$ cat src/rtl/reg_select_sequencer.sv
// reg_select_sequencer: IR register-field decode to one-hot enables plus a load/store-multiple sequencer.
// Define REG_SEL_SCAN_DOWN_EN to add the scan_down port (descending register order).
module reg_select_sequencer #(
  parameter int NUM_REGS = 16,
  parameter int SEL_W    = $clog2(NUM_REGS),
  parameter int IR_W     = 32,
  parameter int RA_LSB   = 23,
  parameter int RB_LSB   = 19,
  parameter int RC_LSB   = 15,
  parameter int IMM_W    = 18
) (
  input  logic                clock,
  input  logic                clear_n,
`ifdef REG_SEL_SCAN_DOWN_EN
  input  logic                scan_down,
`endif
  input  logic                Gra,
  input  logic                Grb,
  input  logic                Grc,
  input  logic                Rin,
  input  logic                Rout,
  input  logic                BAout,
  input  logic [IR_W-1:0]     ir_in,
  input  logic                ir_load,
  input  logic                multi_start,
  input  logic                multi_dir,
  input  logic [NUM_REGS-1:0] multi_mask,
  input  logic                multi_ready,
  output logic [NUM_REGS-1:0] registers_in,
  output logic [NUM_REGS-1:0] registers_out,
  output logic                r0_zero,
  output logic [IR_W-1:0]     c_sign_ext,
  output logic                multi_busy,
  output logic                multi_valid,
  output logic [SEL_W-1:0]    multi_idx,
  output logic                multi_done
);
  typedef enum logic [1:0] {IDLE, SCAN, DONE} state_t;
  state_t              r_state;
  logic [IR_W-1:0]     r_ir;
  logic [IR_W-1:0]     r_cext;
  logic [NUM_REGS-1:0] r_rem;
  logic [NUM_REGS-1:0] r_in;
  logic [NUM_REGS-1:0] r_out;
  logic                r_r0z;
  logic                r_dir;
  logic                r_down;
  logic [SEL_W-1:0]    w_sel;
  logic [SEL_W-1:0]    w_idx;
  logic [NUM_REGS-1:0] w_sel_oh;
  logic [NUM_REGS-1:0] w_idx_oh;
  logic                w_valid;
  logic                w_idle;
  logic                w_scan_down;
  logic                w_unused;
`ifdef REG_SEL_SCAN_DOWN_EN
  assign w_scan_down = scan_down;
`else
  assign w_scan_down = 1'b0;
`endif
  assign w_unused = &{1'b0, r_ir};
  assign w_sel    = (Gra ? r_ir[RA_LSB +: SEL_W] : '0) |
                    (Grb ? r_ir[RB_LSB +: SEL_W] : '0) |
                    (Grc ? r_ir[RC_LSB +: SEL_W] : '0);
  assign w_sel_oh = NUM_REGS'(1) << w_sel;
  assign w_idx_oh = NUM_REGS'(1) << w_idx;
  assign w_idle   = (r_state == IDLE);
  assign w_valid  = (r_state == SCAN) && (|r_rem);
  // Later loop iterations win: ascending keeps the lowest set bit, descending the highest.
  always_comb begin
    w_idx = '0;
    for (int i = NUM_REGS - 1; i >= 0; i--)
      if (!r_down && r_rem[i]) w_idx = SEL_W'(i);
    for (int i = 0; i < NUM_REGS; i++)
      if (r_down && r_rem[i]) w_idx = SEL_W'(i);
  end
  always_ff @(posedge clock or negedge clear_n) begin
    if (!clear_n) begin
      r_state <= IDLE;
      r_ir    <= '0;
      r_cext  <= '0;
      r_rem   <= '0;
      r_in    <= '0;
      r_out   <= '0;
      r_r0z   <= 1'b0;
      r_dir   <= 1'b0;
      r_down  <= 1'b0;
    end else begin
      if (ir_load) r_ir <= ir_in;
      r_cext <= {{(IR_W-IMM_W){r_ir[IMM_W-1]}}, r_ir[IMM_W-1:0]};
      r_in   <= (w_idle && Rin) ? w_sel_oh : '0;
      r_out  <= (w_idle && (Rout || BAout) && !(BAout && w_sel == '0)) ? w_sel_oh : '0;
      r_r0z  <= w_idle && BAout && (w_sel == '0);
      case (r_state)
        IDLE: if (multi_start) begin
          r_rem   <= multi_mask;
          r_dir   <= multi_dir;
          r_down  <= w_scan_down;
          r_state <= SCAN;
        end
        SCAN: if (r_rem == '0) r_state <= DONE;
              else if (multi_ready) r_rem <= r_rem & ~w_idx_oh;
        default: r_state <= IDLE;
      endcase
    end
  end
  assign registers_in  = w_idle ? r_in  : ((w_valid &&  r_dir) ? w_idx_oh : '0);
  assign registers_out = w_idle ? r_out : ((w_valid && !r_dir) ? w_idx_oh : '0);
  assign r0_zero       = w_idle && r_r0z;
  assign c_sign_ext    = r_cext;
  assign multi_busy    = !w_idle;
  assign multi_valid   = w_valid;
  assign multi_idx     = w_idx;
  assign multi_done    = (r_state == DONE);
endmodule
$ cat config.mk
export PLATFORM = sky130hd
export DESIGN_NAME = reg_select_sequencer
export DESIGN_NICKNAME = d
export VERILOG_FILES = /design/src/rtl/reg_select_sequencer.sv
export SDC_FILE = /design/constraint.sdc
export NUM_CORES = 1
export LEC_CHECK = 0
export CORE_ASPECT_RATIO = 1.5
export CORE_UTILIZATION = 25
export DETAILED_ROUTE_END_ITERATION = 12
export DONT_BUFFER_PORTS = 1
export GPL_ROUTABILITY_DRIVEN = 0
export HOLD_SLACK_MARGIN = 0.1
export SLEW_MARGIN = 25
export SYNTH_ARGS = -nofsm -noshare
export SYNTH_HDL_FRONTEND = slang
export SYNTH_SLANG_ARGS = --single-unit
$ cat constraint.sdc
create_clock -name clock -period 1.9 [get_ports clock]
set_input_delay 0.095 -clock clock [delete_from_list [all_inputs] [get_ports clock]]
set_output_delay 0.095 -clock clock [all_outputs]
set_load 0.005 [all_outputs]
Word-level counts from Yosys, hierarchy flattened
Cells that the tools add are included.

cells by class
  eq/ne operators = 6
  shift operators = 2
  mux-type cells = 32
  bitwise logic cells = 4
  reduce and logical (&&, ||, !) cells = 22

operator list
  cell                                              count
  2-to-1 mux 16 bit                                 9
  2-to-1 mux 4 bit                                  19
  one-hot mux 16 bit (2 select lines)               1
  left shift 1 x 4 -> 16 bit, first input constant  2
  AND 16 bit                                        1
  logical NOT 16 bit                                1
  inverter 16 bit                                   1
  OR reduction 16 bit                               1
  logical AND 1 bit                                 10
  OR 4 bit                                          2
  != test 2 bit, second input constant              3
  logical NOT 4 bit                                 1
  2-to-1 mux 2 bit                                  2
  one-hot mux 2 bit (2 select lines)                1
  AND reduction 2 bit                               2
  AND reduction 4 bit                               1
  logical NOT 1 bit                                 3
  == test 2 x 1 -> 1 bit, second input constant     1
  == test 2 bit, second input constant              1
  logical NOT 2 bit                                 1
  != test 2 x 1 -> 1 bit, second input constant     1
  nonzero test 2 bit                                1
  logical OR 1 bit                                  1

storage, ports and cells
  flip-flop bits (word level) = 97
  output and inout bits = 72

Logic depth before layout (Yosys ltp)
Gate-level depths: netlist of the first run.

  depth in word-level cells = 22
  depth in mapped cells = 7
  mapped depth without buffers = 7

Least setup slack after synthesis of the first run
Ideal clock, no wire load.

  path type = reg-to-output
  start = register r_rem[13]
  end = output port registers_out[3]
  arrival = 1.923 ns
  slack = -0.118 ns
  cell stages (with the launch flop) = 7
  path through = dfrtp_1 > o311a_1 > o32a_1 > buf_6 > a211o_1 > or3b_4 > o21ai_1

between the ends
  longest elaborated chain between the ends = 17

RTL lines
  what                               RTL line  text
  start, declared                    42        logic [NUM_REGS-1:0] r_rem;
  start signal, assigned             96        r_rem <= multi_mask;
  start signal, assigned             102       else if (multi_ready) r_rem <= r_rem & ~w_idx_oh;
  2-to-1 mux 4 bit (14 in series)    73        if (!r_down && r_rem[i]) w_idx = SEL_W'(i);
  left shift 1 x 4 -> 16 bit         66        assign w_idx_oh = NUM_REGS'(1) << w_idx;
  2-to-1 mux 16 bit * (2 in series)  108       assign registers_out = w_idle ? r_out : ((w_valid && !r_dir) ? w_idx_oh : '0);
  end, declared                      30        output logic [NUM_REGS-1:0] registers_out,

Every way passes the cells marked *; elsewhere a longest branch is shown, timed or not.

Final worst setup path of the first run
  start = register r_rem[12]
  end = output port registers_out[15]

between the ends
  longest elaborated chain between the ends = 16

RTL lines
  what                               RTL line
  2-to-1 mux 4 bit (13 in series)    73
  left shift 1 x 4 -> 16 bit         66
  2-to-1 mux 16 bit * (2 in series)  108

Marked as above.

==> results of run 1 <==
worst max-delay path: stages (launching register included):
cell and delay [ns]:
dfrtp_2 0.47, o311a_1 0.35, o32a_1 0.20, a211o_1 0.28, or3b_4 0.44, o21ai_2 0.15
power by group:
| group | switching (uW) | internal, uW | total [uW] | leakage, uW |
|---|---|---|---|---|
| combinational | 1470 | 1390 | 2860 | 0.00130 |
| clock | 761 | 1100 | 1860 | 0.000150 |
| sequential | 295 | 2300 | 2600 | 0.00120 |
| total | 2530 | 4800 | 7320 | 0.00266 |
per-stage QoR:
| step | hold WS (ns) | cell area (um2) |
|---|---|---|
| 2_1_floorplan | -0.2006 | 4243 |
| 3_3_place_gp | -0.1946 | 4778 |
| 3_5_place_dp | -0.1953 | 4778 |
| 4_1_cts | -0.5721 | 6143 |
| 5_1_grt | -0.5736 | 6210 |
| 6_report | -0.5527 | 6210 |
cells in the final DEF (no fill, tap or decap), types with 4 or more instances in the layout:
master / instances
nand2_1: 59
nand3_1: 10
dlygate4sd3_1: 76
inv_1: 5
mux2_2: 27
a21oi_1: 5
a222oi_1: 4
o21ai_0: 8
nor2b_1: 4
clkbuf_16: 9
o21ai_1: 5
nor2_1: 49
o211ai_1: 4
o21ai_2: 9
dfrtp_2: 10
buf_6: 9
a22o_1: 13
o21ai_4: 4
nand2b_1: 4
buf_4: 62
dfrtp_1: 87
layout make-up:
type                    count  area [um2]  area share
flip-flops and latches     97        2440      0.3929
clock inverters             3       47.55    0.007657
inverters                   7       28.78    0.004634
clock buffers              13       260.3     0.04191
multi-input cells         265        1828      0.2944
well taps                 206       257.7     0.04151
repair buffers            148        1348      0.2170
sequential cells by signal, summed over array words and instances, names as in the netlist:
register / flops
c_sign_ext: 18
r_out: 16
r_rem: 16
r_in: 16
r_dir: 1
r_r0z: 1
r_ir: 27
r_state: 2
logic make-up after synthesis:
group / Yosys count
and+or+nand+nor: 161
DFF: 97
muxes: 30
buffers and inverters: 35
AOI/OAI and AO/OA: 74
routing by layer:
layer / wire length (um) / up-vias
li1: - / 1637
met1: 4707 / 1732
met2: 7172 / 151
met3: 1005 / 34
met4: 499 / 0
met5: 0 / -
what timing repair did:
action                                 in CTS  in global routing
setup endpoints to repair                  47                 51
endpoints found under the hold margin     162                 97
pin swaps                                   9                  8
buffers inserted                           14                  2
gates resized for setup                    65                 17
worst max path at each step:
stage / depth (start not counted) / to / from
floorplan: 6 / registers_out[11] / r_rem[13]
global placement: 7 / r_rem[14] / r_rem[8]
detailed placement: 7 / registers_in[7] / r_rem[13]
CTS: 5 / registers_out[15] / r_rem[12]
global route: 5 / registers_out[11] / r_rem[12]
finish: 5 / registers_out[15] / r_rem[12]
==> impl_metrics.toml, run 1 <==
[status]
status = "finished with violations"
violations = "hold timing, setup timing"

[logic_synthesis]
synth_top_area_cell = "dfrtp_1"
syn_area_um2 = 4199
ys_top_cells_by_area = "dfrtp_1, mux2_2, nand2_1, nor2_1, a22o_1"
syn-instance-count = 397
ys_ff_latch = 97
netlist_top_cells_count = "dfrtp_1, nand2_1, nor2_1"
yosys.area_share.xor_xnor = 0
synth_top_area_frac = 0.5781
ys.flop_type = "dfrtp_1"
synth_cell_types = 43
synth_compound_area_frac = 0.1234
synthAdderAreaFrac = 0
synth-edff-count = 0
yosysSeqAreaShare = 0.5781
yosysMostFrequentCell = "dfrtp_1"
synth_simple_gate_area_frac = 0.1734
synth.avg_cell_area_um2 = 10.58
synth_nets = 457
synth_top_family_by_area = "simple AND/OR/NAND/NOR gates"
synthMuxAreaShare = 0.07956
ys_warn_count = 0
async_reset_ff_frac = 1.000

[cts]
root_buffer = "clkbuf_16"
cts_tree = "yes"
cts.clk_slew.worst_paths_ns = 0.07
clock-sinks = 97
clock_latency_ns = 0.34
hold_buffers = 76
numCtsBuffers = 9
htreeDepth = 3
clock_path_buffers = 2

[detailed_routing]
via_per_inst = 4.809
via_count = 3554
routed_wl_mm = 13.38
drc_errors = 0
firstDrtPassIters = 4
first_iter_violations = 242
ant_nets = 0
post_drt_wl_per_cell_um = 18.11

[floorplan]
core-area_um2 = 16330
initial_core_util = 0.2571
chipWidth_um = 107.8
ios = 132
dieArea_um2 = 17330
die_h_um = 160.7
rows = 57

[sta]
fin_setup_tns_ns = -11.35
finalHoldViolations = 97
finalCriticalPeriod_ns = 2.326
tightest_slew_ns = 0.6933
finalMaxSlewViolations = 0
slew-limit-headroom = 0.5381
skew_ns = 0.008560
hold_ws_ns = -0.5527
setup_viol = 45
timing.final.ws_setup_ns = -0.4265
rsz0062_at_grt = "yes"
fmax_ghz = 0.4298
finalCritPeriodShare = 1.224

[global_route]
met2_usage = 0.2896
grt_pass1_wl_mm = 20.82
grtUsageMet1 = 0.1655
gr-usage-met3 = 0.04830
antenna_found_initial = 0
grt_start_max_net_pins = 98
overflow = 0
grt_pass1_vias = 3834
busiest_layer = "met2"
grt.total_usage = 0.1603

[worst_setup_path]
r2r_setup_slack_ns = -0.18
critical_path_class = "reg2out"
critical_path_arrival_ns = 2.23
crit_required_ns = 1.80
r2r_start = "r_rem[9]"
cp-end-kind = "primary output"
crit_path_start_kind = "register"
cp_max_fo = 4
worstRegToRegCells = 8
r2r_end = "r_rem[12]"

[finish]
final.fill_count = 1574
drive_above_1_share = 0.3114
final_nets = 588
final_cells = 739
antenna_cells = 0
area.growth.synth_to_final_pct = 47.88
fin_util = 0.3802

[place]
portBuffers = 0
post-dp-hpwl_mm = 9.375
placed_cells_incl_taps = 632
post-place-ws_ns = -0.1472

[power]
vdd.ir_drop.worst_uv = 656.3
p_per_area_nw_per_um2 = 1179
p_leak_uw = 0.002657
power_uw = 7323

[run]
maxCapViolations = 0

[min_path]
hp-class = "in2async"
Power figures use the tool's default switching activity.
==> run 2, diff against run 1 <==
==> constraint.sdc (replaced) <==
create_clock -name clock -period 2 [get_ports clock]
set_input_delay 0.1 -clock clock [delete_from_list [all_inputs] [get_ports clock]]
set_output_delay 0.1 -clock clock [all_outputs]
set_load 0.005 [all_outputs]
==> impl_metrics.toml, run 2 (synthesis results as in run 1) <==
[floorplan]
rows = 57
die_h_um = 160.7
chipWidth_um = 107.8
initial_core_util = 0.2571
core-area_um2 = 16330
dieArea_um2 = 17330
ios = 132

[worst_setup_path]
cp-end-kind = "primary output"
worst_path_largest_cell_delay_ns = 0.47
crit_required_ns = 1.90
worstRegToRegCells = 6
critical_path_arrival_ns = 2.24
cp_cell_sequence = "o311a_1, o32a_1, a211o_1, or3b_4, o21ai_2"
cp_slowest_cell = "dfrtp_2"
cp_max_fo = 6
critical_path_class = "reg2out"
crit_path_start_kind = "register"

[status]
violations = "hold timing, setup timing"
status = "finished with violations"

[sta]
finalHoldViolations = 97
finalCritPeriodShare = 1.172
rsz0062_at_grt = "yes"
skew_ns = 0.005481
slew-limit-headroom = 0.5433
finalCriticalPeriod_ns = 2.344
fmax_ghz = 0.4267
setup_viol = 35
timing.final.ws_setup_ns = -0.3438
tightest_slew_ns = 0.6855
hold_ws_ns = -0.5518
finalMaxSlewViolations = 0
fin_setup_tns_ns = -8.917

[cts]
cts_tree = "yes"
cts.clk_slew.worst_paths_ns = 0.07
root_buffer = "clkbuf_16"
clock_latency_ns = 0.35
clock_path_buffers = 2
htreeDepth = 3
numCtsBuffers = 9
clock-sinks = 97
hold_buffers = 75

[place]
post-dp-hpwl_mm = 9.243
portBuffers = 0
place_area_um2 = 4652
placed_cells_incl_taps = 619
post-place-ws_ns = -0.1287

[power]
p_per_area_nw_per_um2 = 1105
vdd.ir_drop.worst_uv = 586.7
p_leak_uw = 0.002576
power_uw = 6672

[finish]
largest_register_ffs = 27
final_cells = 716
final_cell_mix = "dfrtp_1, dlygate4sd3_1, nand2_1"
final_common_cell = "dfrtp_1"
drive_above_1_share = 0.2765
antenna_cells = 0
design_area_um2 = 6041
area.growth.synth_to_final_pct = 43.86
regMostFlops = "r_ir"
final_nets = 565

[global_route]
antenna_found_initial = 0
grt_pass1_vias = 3625
overflow = 0
grt_start_max_net_pins = 98
grt.total_usage = 0.1532
grt_pass1_wl_mm = 19.71

[detailed_routing]
drc_errors = 0
firstDrtPassIters = 4
routed_wl_mm = 13.09
ant_nets = 0
via_count = 3498
via_per_inst = 4.885
post_drt_wl_per_cell_um = 18.28
first_iter_violations = 236

[run]
maxCapViolations = 0

[min_path]
hp-class = "in2async"
==> run 2: changes by cell type in the layout (fill, tap and decap cells not counted), moves of 3 or more <==
cell	delta
buf_4	-19
dfrtp_1	+5
dfrtp_2	-5
o21ai_2	+4
buf_6	-3
==> run 2: where the power goes <==
group / switching (uW) / total [uW] / internal (uW)
logic: 1330 / 2470 / 1140
clock network: 725 / 1730 / 1010
registers: 287 / 2470 / 2180
==> run 2: what timing repair did <==
item	CTS	global route
hold endpoints to repair	160	97
gates resized for setup	45	38
setup buffers	3	4
gates cloned	0	0
setup endpoints to repair	48	50
pin swaps	6	4
==> run 2: path summary, 6_finish.rpt <==
path,startpoint,end,slack [ns]
max in group asynchronous,clear_n,r_rem[12],2.40
min,clear_n,r_ir[21],-0.55
min reg2reg,r_ir[7],c_sign_ext[7],0.38
min in group clock,Grc,r_r0z,0.11
max reg2reg,r_rem[9],r_rem[12],-0.08
max,r_rem[12],registers_out[3],-0.34
==> run 2: layout make-up <==
| cell class | count | area (um2) |
|---|---|---|
| well taps | 206 | 257.7 |
| clock inverters | 4 | 52.55 |
| fillers | 1581 | 10290 |
| flip-flops and latches | 97 | 2434 |
| inverters | 7 | 28.78 |
| clock buffers | 12 | 246.5 |
| multi-input cells | 265 | 1861 |
| repair buffers | 125 | 1161 |
==> run 2: per-stage QoR <==
step,hold slack [ns],util
floorplan,-0.1956,-
global placement,-0.1932,0.2848
detailed placement,-0.1936,0.2848
CTS,-0.5670,0.3582
global route,-0.5702,0.3699
finish,-0.5518,0.3699
==> run 2: per-layer routing <==
metal	up-vias	share of wire	global-route usage
met5	-	0	0
met4	0	0.019	0.05729
met3	19	0.076	0.04830
met2	152	0.56	0.2826
met1	1735	0.35	0.1583
li1	1592	-	-
==> run 2: worst max-delay path: cells and delay by family (launching register included) <==
family / cells / cell delay (ns)
AOI/OAI and AO/OA: 4 / 0.99
DFF: 1 / 0.47
and+or+nand+nor: 1 / 0.43
